==> src/rtl/ftdi_cmd_sequencer.sv <==
// Command sequencer for the FT232H 245-fifo user side: parses 3-byte host commands,
// strobes register writes/reads and is the sole master of the TX byte stream.
module ftdi_cmd_sequencer #(
    parameter int unsigned TIMEOUT_CYC = 1000000,
    parameter logic [7:0]  ERR_BYTE    = 8'hEE
) (
    input  logic       clk,
    input  logic       rst,
    input  logic       rx_tvalid,
    output logic       rx_tready,
    input  logic [7:0] rx_tdata,
    output logic       tx_tvalid,
    input  logic       tx_tready,
    output logic [7:0] tx_tdata,
    output logic       tx_tlast,
    input  logic       cap_tvalid,
    output logic       cap_tready,
    input  logic [7:0] cap_tdata,
    output logic       reg_wr,
    output logic       reg_rd,
    output logic [7:0] reg_addr,
    output logic [7:0] reg_wdata,
    input  logic [7:0] reg_rdata,
    output logic       busy
);

    localparam int unsigned CNT_W = $clog2(TIMEOUT_CYC + 1);
    localparam logic [CNT_W-1:0] CNT_LAST = CNT_W'(TIMEOUT_CYC - 1);

    localparam logic [7:0] OP_WRITE = 8'h01;
    localparam logic [7:0] OP_READ  = 8'h02;
    localparam logic [7:0] OP_BURST = 8'h03;

    typedef enum logic [2:0] {
        GET0,
        GET1,
        GET2,
        EXEC,
        RD_WAIT,
        REPLY,
        BURST
    } state_t;

    state_t           state_q, state_d;
    logic [7:0]       op_q, op_d;
    logic [7:0]       a_q, a_d;
    logic [7:0]       b_q, b_d;
    logic [7:0]       tx_data_q, tx_data_d;
    logic [15:0]      rem_q, rem_d;
    logic [CNT_W-1:0] cnt_q, cnt_d;

    logic rx_accept;
    logic cap_xfer;

    assign rx_tready = (state_q == GET0) || (state_q == GET1) || (state_q == GET2);
    assign rx_accept = rx_tvalid && rx_tready;
    assign cap_xfer  = cap_tvalid && tx_tready;
    assign busy      = (state_q != GET0);
    assign reg_addr  = a_q;
    assign reg_wdata = b_q;

    // NOTE: every signal driven here gets a default first so no latch can be inferred.
    always_comb begin
        state_d    = state_q;
        op_d       = op_q;
        a_d        = a_q;
        b_d        = b_q;
        tx_data_d  = tx_data_q;
        rem_d      = rem_q;
        cnt_d      = '0;
        tx_tvalid  = 1'b0;
        tx_tdata   = tx_data_q;
        tx_tlast   = 1'b0;
        cap_tready = 1'b0;
        reg_wr     = 1'b0;
        reg_rd     = 1'b0;

        case (state_q)
            GET0: begin
                if (rx_accept) begin
                    op_d    = rx_tdata;
                    state_d = GET1;
                end
            end
            GET1, GET2: begin
                if (rx_accept) begin
                    if (state_q == GET1) begin
                        a_d     = rx_tdata;
                        state_d = GET2;
                    end else begin
                        b_d     = rx_tdata;
                        state_d = EXEC;
                    end
                end else if (cnt_q == CNT_LAST) begin
                    // Host went quiet mid-command: drop the partial command.
                    state_d = GET0;
                end else begin
                    cnt_d = cnt_q + CNT_W'(1);
                end
            end
            EXEC: begin
                case (op_q)
                    OP_WRITE: begin
                        reg_wr  = 1'b1;
                        state_d = GET0;
                    end
                    OP_READ: begin
                        reg_rd  = 1'b1;
                        state_d = RD_WAIT;
                    end
                    OP_BURST: begin
                        if ({a_q, b_q} == 16'h0000) begin
                            state_d = GET0;
                        end else begin
                            rem_d   = {a_q, b_q};
                            state_d = BURST;
                        end
                    end
                    default: begin
                        tx_data_d = ERR_BYTE;
                        state_d   = REPLY;
                    end
                endcase
            end
            RD_WAIT: begin
                tx_data_d = reg_rdata;
                state_d   = REPLY;
            end
            REPLY: begin
                tx_tvalid = 1'b1;
                tx_tlast  = 1'b1;
                if (tx_tready) begin
                    state_d = GET0;
                end
            end
            BURST: begin
                tx_tvalid  = cap_tvalid;
                tx_tdata   = cap_tdata;
                tx_tlast   = (rem_q == 16'd1);
                cap_tready = tx_tready;
                if (cap_xfer) begin
                    if (rem_q == 16'd1) begin
                        rem_d   = '0;
                        state_d = GET0;
                    end else begin
                        rem_d = rem_q - 16'd1;
                    end
                end
            end
            default: begin
                state_d = GET0;
            end
        endcase
    end

    // NOTE: state registers use non-blocking assignments; reset is synchronous.
    always_ff @(posedge clk) begin
        if (rst) begin
            state_q   <= GET0;
            op_q      <= '0;
            a_q       <= '0;
            b_q       <= '0;
            tx_data_q <= '0;
            rem_q     <= '0;
            cnt_q     <= '0;
        end else begin
            state_q   <= state_d;
            op_q      <= op_d;
            a_q       <= a_d;
            b_q       <= b_d;
            tx_data_q <= tx_data_d;
            rem_q     <= rem_d;
            cnt_q     <= cnt_d;
        end
    end

endmodule
==> config.mk <==
export PLATFORM = sky130hd
export DESIGN_NAME = ftdi_cmd_sequencer
export DESIGN_NICKNAME = d
export VERILOG_FILES = /design/src/rtl/ftdi_cmd_sequencer.sv
export SDC_FILE = /design/constraint.sdc
export NUM_CORES = 1
export LEC_CHECK = 0
export ABC_CLOCK_PERIOD_IN_PS = 2900
export BUFFER_PORTS_ARGS = -buffer_cell sky130_fd_sc_hd__clkbuf_2
export CORE_MARGIN = 8
export CORE_UTILIZATION = 55
export DETAILED_ROUTE_END_ITERATION = 8
export GPL_ROUTABILITY_DRIVEN = 0
export PLACE_DENSITY = 0.79
export SLEW_MARGIN = 40
export SYNTH_ARGS = -nofsm -noshare
export SYNTH_HDL_FRONTEND = slang
export SYNTH_SLANG_ARGS = --single-unit
==> constraint.sdc <==
create_clock -name clk -period 2.9 [get_ports clk]
set_clock_uncertainty 0.1 [all_clocks]
set_input_delay 0.87 -clock clk [delete_from_list [all_inputs] [get_ports clk]]
set_output_delay 0.87 -clock clk [all_outputs]
set_load 0.02 [all_outputs]
==> impl_metrics.toml <==
[outcome]
outcome = "finished, violations left"
violated_checks = "setup timing"

[route]
drc = 0
vias_per_cell = 6.136
wl_per_cell_um = 17.52
drt_iter0_drc = 196
first_pass_iters = 4
count_of_vias_placed_by_the_detailed_router = 3528
totalWireLength_um = 10070
ant_nets = 0

[clock_network]
total_clock_buffers_created_by_cts = 9
clk_latency_ps = 360
clk_pin_slew_ps = 90
cts.path.max_buffers = 2
cts.sink_count = 71
cts_hold_buffers = 0
root_buffer = "sky130_fd_sc_hd__clkbuf_8"
cts.htree.levels = 3
cts_tree = "built"

[floorplanning]
design.portCount = 60
start_util = 0.5638
placement_rows = 29
die_height_um = 96.45
core_region_area_sq_mm = 0.006314
design.die.area_sq_mm = 0.009303
fp.dieW_um = 96.45

[worst_setup_path]
timing.critical_path.arrival_ps = 2000
cp_cell_sequence = "inv_2, ha_4, or4b_4, nor4_4, nand3_1, a21boi_2, clkbuf_8"
critical_path_peak_fanout = 2
setup.worst_path.end_class = "primary output"
cpMaxStageDelayCell = "sky130_fd_sc_hd__or4b_4"
timing.critical_path.required_ps = 1930
worstSetupPathType = "register to primary output"
critical_path_buf_inv_count = 2
start_kind = "register"
cp_slowest_stage_delay_ps = 480
critical-path-top-delay-family = "simple AND/OR/NAND/NOR gates"

[layout]
antenna_cells_inserted = 0
nFillCells = 531
finalNetCount = 525
final_layout_size_suffix_gt1_frac = 0.2610
area_growth_pct = 19.47
layout.cells.non_filler = 575

[sta]
report.final.slew_viol_count = 0
min_period_over_period = 1.023
finalSetupViolCount = 1
post-route-worst-setup-slack_ps = -66.07
maxSlewHeadroom = 0.4791
setup_repair_after_global_routing_missed_its_margin = "true"
timing.fmax_ghz = 0.3371
transition_time_at_the_pin_with_the_least_slew_margin_ps = 774.2
hold_violations = 0
final_period_minus_worst_setup_slack_ps = 2966

[logic_synthesis]
synth_warnings = 0
most_frequent_cells_after_synthesis = "sky130_fd_sc_hd__dfxtp_1, sky130_fd_sc_hd__nand2_1, sky130_fd_sc_hd__nor2_1, sky130_fd_sc_hd__a21oi_1, sky130_fd_sc_hd__clkbuf_1"
synth_xor_xnor_area_share = 0.04675
main_combinational_cell_family_by_area_after_synthesis = "simple AND/OR/NAND/NOR gates"
ys_async_sr_fraction = 0
synth_compound_area_frac = 0.1782
syn-cell-area_sq_mm = 0.003560
syn_inst = 425
yosys_register_bits = 71
yosys.cell_types.count = 58
synth_seq_area_share = 0.3993
synth_mux_area_frac = 0.04780
yosysMostFrequentCell = "sky130_fd_sc_hd__dfxtp_1"
synth.area.top_cells = "sky130_fd_sc_hd__dfxtp_1, sky130_fd_sc_hd__nand2_1, sky130_fd_sc_hd__a21oi_1"
post-synth-top-area-fraction = 0.3993
simple_gate_share_of_the_synthesized_area = 0.2872
synth_top_cell_by_area = "sky130_fd_sc_hd__dfxtp_1"
synth_adder_area_share = 0.01054
most_used_dff_post_synth = "sky130_fd_sc_hd__dfxtp_1"
synth.net_count = 457
post_synthesis_mean_instance_area_sq_um = 8.376
synth_edf_count = 0

[grt]
largest_net_degree_at_the_start_of_global_routing = 44
grt_first_pass_wirelength_um = 16610
initial_antenna_violation_count = 0
gr-total-overflow = 0
vias_in_the_first_global_route = 3533
grt_util_all_layers = 0.2273

[pwr]
p_leak_nw = 1.679
post-layout-total-power_mw = 2.314
p_per_area_mw_per_mm2 = 544.0
vdd_ir_drop_max_mv = 0.4222

[min_path]
timing.hold.worst.class = "register to register"

[place]
dpl.cell_count = 555
port_buffers = 59
place_hpwl_um = 7110

[flow_run]
cap_violations = 0
-- path summary, 6_finish.rpt --
kind	from	end	slack, ps	cells after the start
setup / recovery	rem_q[1]	tx_tlast	-70	7
hold / removal	op_q[7]	op_q[7]	360	2
setup reg to reg	state_q[2]	rem_q[1]	450	7
hold reg to reg	op_q[7]	op_q[7]	360	2
-- final cells by class --
class | instances | area (sq um) | area share
Timing Repair Buffer | 78 | 446.7 | 0.1050
Clock buffer | 10 | 137.6 | 0.03236
Clock inverter | 6 | 68.82 | 0.01618
Sequential cell | 71 | 1424 | 0.3348
Inverter | 7 | 26.28 | 0.006178
Tap cell | 77 | 96.34 | 0.02265
Multi-Input combinational cell | 326 | 2053 | 0.4828
-- tightest hold or removal path: stages, from the launching register on --
cell and delay, ps:
sky130_fd_sc_hd__dfxtp_1 310, sky130_fd_sc_hd__nand2_1 50, sky130_fd_sc_hd__a21oi_1 50
-- per-stage QoR --
step / worst slack [ps] / utilization / TNS, ps / cell area [sq um] / hold WS (ps)
2_1_floorplan: 25.07 / - / 0 / 3560 / 329.9
3_3_place_gp: 106.9 / 0.6308 / 0 / 3983 / 345.4
3_5_place_dp: 54.23 / 0.6308 / 0 / 3983 / 347.7
4_1_cts: -51.78 / 0.6712 / -51.78 / 4238 / 360.3
5_1_grt: -140.1 / 0.6736 / -173.2 / 4253 / 377.6
6_report: -66.07 / 0.6736 / -66.07 / 4253 / 363.0
-- state kept, by name (all words and copies together) (netlist names) --
name       count
reg_wdata      8
state_q        3
tx_data_q      8
op_q           8
reg_addr       8
rem_q         16
cnt_q         20
-- cell usage in the layout, fill, tap and decap left out, types with 7 or more instances in the layout --
cell,netlist,routed
sky130_fd_sc_hd__a21oi_1,34,34
sky130_fd_sc_hd__buf_4,0,19
sky130_fd_sc_hd__clkbuf_2,0,58
sky130_fd_sc_hd__clkbuf_8,0,11
sky130_fd_sc_hd__dfxtp_1,71,69
sky130_fd_sc_hd__mux2_2,8,8
sky130_fd_sc_hd__mux2i_1,8,8
sky130_fd_sc_hd__nand2_1,61,61
sky130_fd_sc_hd__nand3_1,11,11
sky130_fd_sc_hd__nand4_1,9,9
sky130_fd_sc_hd__nor2_1,44,44
sky130_fd_sc_hd__nor3_1,10,10
sky130_fd_sc_hd__nor4_1,14,13
sky130_fd_sc_hd__o32ai_1,8,8
sky130_fd_sc_hd__xnor2_1,7,7
sky130_fd_sc_hd__xor2_1,12,12
-- repair_timing --
action | CTS | global route
resized for setup | 9 | 0
pin swaps | 3 | 1
buffers inserted | 2 | 2
setup endpoints to repair | 2 | 2
-- cell families (layout without fill, tap and decap cells) --
logic type	count (synthesis)	count (layout)
multiplexers	16	16
flip-flops	71	71
buffers and inverters	28	101
AND/OR/NAND/NOR	197	197
AO/OA/AOI/OAI	91	91
XOR/XNOR	19	19
adder cells (fa/ha/maj)	3	3
-- metal layers --
layer / wire [um] / vias up / GRT usage
met3: 814 / 25 / 0.04637
met2: 4818 / 171 / 0.3811
met5: 0 / - / 0
met1: 4170 / 1638 / 0.2689
li1: - / 1694 / -
met4: 270 / 0 / 0.1173
-- power breakdown --
part           internal (mW)  switching, mW  leakage, nW
Sequential              1.02         0.0537        0.575
Clock                  0.423          0.413       0.0912
Combinational          0.156          0.246         1.01
Total                   1.60          0.713         1.68
No activity file was read; power rests on OpenSTA's default activity.
